[config.mk]
export PLATFORM = sky130hd
export DESIGN_NAME = fir_mac_scheduler
export DESIGN_NICKNAME = d
export VERILOG_FILES = /design/src/rtl/fir_mac_scheduler.sv
export SDC_FILE = /design/constraint.sdc
export NUM_CORES = 1
export LEC_CHECK = 0
export CORE_MARGIN = 3
export CORE_UTILIZATION = 50
export DETAILED_ROUTE_END_ITERATION = 10
export PLACE_DENSITY = 0.69
export SLEW_MARGIN = 25
export SYNTH_ARGS = -nofsm -noshare
export SYNTH_HDL_FRONTEND = slang
export SYNTH_SLANG_ARGS = --single-unit
export TNS_END_PERCENT = 50
[constraint.sdc]
create_clock -name clock -period 5.4 [get_ports clock]
set_input_delay 1.08 -clock clock [delete_from_list [all_inputs] [get_ports clock]]
set_output_delay 1.08 -clock clock [all_outputs]
set_load 0.005 [all_outputs]
[src/rtl/fir_mac_scheduler.sv]
// Time-multiplexed FIR controller: one shared multiply-accumulate stepped across all taps,
// one tap per clock, with a run-time loadable coefficient bank and valid/ready result port.
module fir_mac_scheduler #(
  parameter int unsigned FIR_order     = 6,
  parameter int unsigned sample_size   = 4,
  parameter int unsigned weight_size   = 5,
  parameter int unsigned word_size_out = sample_size + weight_size + 3,
  parameter int unsigned addr_size     = 3
) (
  input  logic                     clock,
  input  logic                     reset,
  input  logic [sample_size-1:0]   sample_in,
  input  logic                     sample_valid,
  output logic                     sample_ready,
  input  logic                     coef_wr_en,
  input  logic [addr_size-1:0]     coef_addr,
  input  logic [weight_size-1:0]   coef_data,
  output logic [word_size_out-1:0] fir_out,
  output logic                     out_valid,
  input  logic                     out_ready,
  output logic                     busy
);

  localparam int unsigned ProdW = sample_size + weight_size;
  localparam logic [addr_size-1:0] LastTap = addr_size'(FIR_order);

  typedef enum logic [1:0] {StIdle, StMac, StHold} state_e;

  state_e                   state_q, state_d;
  logic [sample_size-1:0]   x_q [FIR_order+1];
  logic [weight_size-1:0]   w_q [FIR_order+1];
  logic [word_size_out-1:0] acc_q;
  logic [addr_size-1:0]     tap_q;
  logic [word_size_out-1:0] fir_out_q;
  logic                     out_valid_q;

  logic                     accept;
  logic                     mac_last;
  logic                     coef_we;
  logic [ProdW-1:0]         prod;
  logic [word_size_out-1:0] mac_sum;

  always_comb begin
    state_d      = state_q;
    sample_ready = 1'b0;
    accept       = 1'b0;
    mac_last     = 1'b0;
    unique case (state_q)
      StIdle: begin
        sample_ready = 1'b1;
        if (sample_valid) begin
          accept  = 1'b1;
          state_d = StMac;
        end
      end
      StMac: begin
        if (tap_q == LastTap) begin
          mac_last = 1'b1;
          state_d  = StHold;
        end
      end
      StHold: begin
        if (out_ready) state_d = StIdle;
      end
      default: state_d = StIdle;
    endcase
  end

  // Out-of-range addresses are dropped so they can never alias onto a real tap.
  assign coef_we = (state_q == StIdle) && coef_wr_en && (coef_addr <= LastTap);

  always_comb begin
    prod    = ProdW'(w_q[tap_q]) * ProdW'(x_q[tap_q]);
    mac_sum = acc_q + word_size_out'(prod);
  end

  always_ff @(posedge clock or negedge reset) begin
    if (!reset) begin
      state_q <= StIdle;
    end else begin
      state_q <= state_d;
    end
  end

  always_ff @(posedge clock or negedge reset) begin
    if (!reset) begin
      for (int unsigned k = 0; k <= FIR_order; k++) begin
        x_q[k] <= '0;
        w_q[k] <= '0;
      end
      acc_q       <= '0;
      tap_q       <= '0;
      fir_out_q   <= '0;
      out_valid_q <= 1'b0;
    end else begin
      if (accept) begin
        x_q[0] <= sample_in;
        for (int unsigned k = 1; k <= FIR_order; k++) x_q[k] <= x_q[k-1];
        acc_q <= '0;
        tap_q <= '0;
      end
      if (state_q == StMac) begin
        acc_q <= mac_sum;
        tap_q <= tap_q + 1'b1;
      end
      if (mac_last) begin
        fir_out_q   <= mac_sum;
        out_valid_q <= 1'b1;
      end
      if ((state_q == StHold) && out_ready) out_valid_q <= 1'b0;
      // A write in the accepting cycle lands before the first MAC step, so it is used.
      if (coef_we) w_q[coef_addr] <= coef_data;
    end
  end

  assign fir_out   = fir_out_q;
  assign out_valid = out_valid_q;
  assign busy      = (state_q != StIdle);

endmodule
==> results by group <==
STA
  • Fmax: around 200 MHz
  • Setup violators final: 0
  • Count of final hold-check violations: 0
  • Slew headroom: 39.4%
  • Min Tclk post-route: roughly 5.0 ns
  • Setup TNS: 0 ns
  • RSZ-0062 raised after global routing: false
  • Final setup skew: around 0.007 ns
  • Min Hold Slack: roughly 0.5 ns
  • Slew Limit Fails: 0
  • Fin crit share: between 90 and 100%
  • Least-Margin Pin Slew: ~0.91 ns

Logic synthesis
  • Post-Syn Area per Cell: 11.8 sq um
  • Cells after synthesis: roughly 430
  • Yosys warnings: 0
  • EDFF count, synth: 0
  • Post-synthesis sequential area ratio: between 40% and 50%
  • Mux cell area share after synthesis: between 20% and 30%
  • Xor/xnor cell area share of the yosys netlist: about 1.7%
  • Unique masters post-synth: 41
  • Adder-cell area share of the yosys netlist: under 10%
  • Synth Register Bits: 93
  • Complex-gate fraction of the synthesized area: 9.15%
  • Ys async rst share: 100%
  • Main synth FF type: dfrtp_1
  • Syn_nets: around 480
  • Post-Syn Area: 5030 sq um
  • Main combinational cell family by area after synthesis: multiplexers
  • Synth Area in Simple Gates: approximately 7.6%

Place
  • IO buf count: 31
  • Placed Area: 5420 sq um
  • Detailed Place HPWL: slightly above 7 mm
  • GPL Wtd Cong: a little over 0.8

Flow run
  • Maxcap violations: 0

Layout
  • Fraction of layout cells with a size suffix above 1: 16.3%
  • Layout area overhead: 11.6%
  • Number of inserted diodes: 0
  • Most common cell after layout, fill and taps aside: dfrtp_1
  • Layout Nets: just over 500
  • Final instance area: around 5600 sq um
  • Fillers: a little over 800
  • Final core utilization: between 50 and 60%
  • Most frequent cells in the layout: dfrtp_1 (93), nand2_1 (44), mux2_2 (34)

Critical path
  • CP required: 5.70 ns
  • Depth of the most critical reg-to-reg path: 16
  • Crit. End Element: register
  • CP Max Fanout: 11
  • Setup CP Type: register to register
  • Max incr delay on CP: roughly 0.56 ns
  • RR Startpoint: tap_q[0]
  • Crit path cell chain: buf_4, nor2b_1, nand2_1, o211ai_1, o21ai_1, or2_1, fa_1, fa_1, fa_1, inv_1, ha_1, nand2b_1, a21oi_1, a21oi_1, or3_1, o21ai_1
  • WP data arrival: 5.34 ns
  • Worst Setup Start Kind: register
  • Worst path slowest cell: dfrtp_1
  • Setup crit start: tap_q[0]
  • Most used cell, CP: fa_1

Global route
  • Pin count of the biggest net entering global routing: 59
  • Number of global-route vias before repair: roughly 3,300
  • Grt ovf: 0
  • GRT Util Overall: a little under a fifth
  • Initial antenna violation count: 0
  • First-pass GRT wire length: about 16 mm

Drt
  • Final ANT Viol Nets: 0
  • Via density per instance: 5.45
  • Vias: 3,210
  • Drt wl/cell: 15.9 um
  • Drt first pass iters: 4
  • Residual DRC: 0
  • DR iter-0 viols: 86
  • Final wirelength: around 9.4 mm

Worst hold path
  • Min-delay src: fir_out[9]
  • Min-Delay Path Depth: 2
  • HP Class: register to register

Clocking
  • Total CTS buffers: 9
  • CTS tree: built
  • Clock buffer depth: 2
  • H-Tree Depth: 3
  • CTS Hold Bufs: 0
  • Post-CTS setup buffer count: 0
  • Worst-path clk slew: 0.09 ns
  • Worst skew pair latency: between 0.3 and 0.4 ns
  • Post-CTS sizing: 0
  • Sink Count: a little over 90
  • Root Driver: clkbuf_8

Floorplan
  • Initial Util: 52.9%
  • Core ar.: about 9500 sq um
  • Die area: ~11,000 sq um
  • I/O pin count: 32
  • Chip Height: between 100 and 150 um
  • # rows: 35
  • Die extent in x: about 110 um

Status
  • Outcome: completed
[worst max-delay path, delay by kind of cell, from the launching register on]
family / cells / cell delay (ns)
DFF: 1 / 0.56
adders and majority gates: 4 / 1.90
AOI/OAI and AO/OA: 5 / 0.84
buffers and inverters: 2 / 0.32
and+or+nand+nor: 5 / 1.36
[through the flow]
stage	instances	setup WS, ns
after floorplan	428	1.23
after global placement	573	0.579
after detailed placement	573	0.403
after CTS	589	0.376
after global routing	589	0.0464
final	589	0.355
[sequential cells by signal, indices dropped and copies added, names as in the netlist]
signal     count
w_q           35
x_q           28
acc_q         12
fir_out       12
tap_q          3
state_q        2
out_valid      1
[cell families (layout without fill, tap and decap cells)]
group           after synthesis  count (layout)
simple gates                 89              89
fa+ha+maj                    33              33
mux                          83              83
flops                        93              93
xor+xnor                     10              10
buf+inv                      52              84
compound gates               68              68
[Yosys cell counts (2+ instances only)]
cell type	instances	share of area, %
dfrtp_1	93	46
nand2_1	44	3.3
mux2_2	34	7.6
inv_1	33	2.5
mux2_1	31	6.9
nor2_1	25	1.9
ha_1	21	5.2
fa_1	12	4.8
o21ai_1	12	1.2
buf_2	11	1.1
o22ai_1	10	1.2
a21oi_1	9	0.90
mux2i_1	9	1.8
o21ai_0	9	0.90
xor2_1	7	1.2
clkbuf_1	6	0.45
mux4_2	6	2.7
o211ai_2	6	1.5
o21ai_2	6	1.0
or2_1	5	0.62
o211ai_1	4	0.60
a21o_1	3	0.45
mux4_1	3	1.6
nand2b_1	3	0.37
nor2b_1	3	0.37
xnor2_1	3	0.52
a211oi_1	2	0.30
a31oi_1	2	0.25
and3_1	2	0.25
nand4_1	2	0.25
o21bai_1	2	0.30
[area by class of cell]
class | count | area, sq um | area share, %
sequential | 93 | 2330 | 41.5
inverter | 33 | 124 | 2.21
tap | 129 | 161 | 2.87
clock buffer | 10 | 138 | 2.45
clock inverter | 6 | 53.8 | 0.958
multi-input combinational | 283 | 2470 | 44.0
timing repair buffer | 35 | 338 | 6.02
[metal layers]
metal  track usage, %  share of wire (%)  vias up
li1                 -                  -     1537
met1             24.5                 47     1621
met2             29.5                 49       39
met3             3.28                2.4       13
met4             5.74                1.3        0
met5                0                  0        -
[worst paths after layout]
path,end,slack [ns]
max,acc_q[11],0.35
min,fir_out[9],0.49
max reg2reg,acc_q[11],0.35
min reg2reg,fir_out[9],0.49
max in group asynchronous,w_q[30],3.65
min in group asynchronous,fir_out[5],0.65
Power is not shown: default switching activity piles up to over one toggle a cycle in this logic, so the estimate is an artifact.
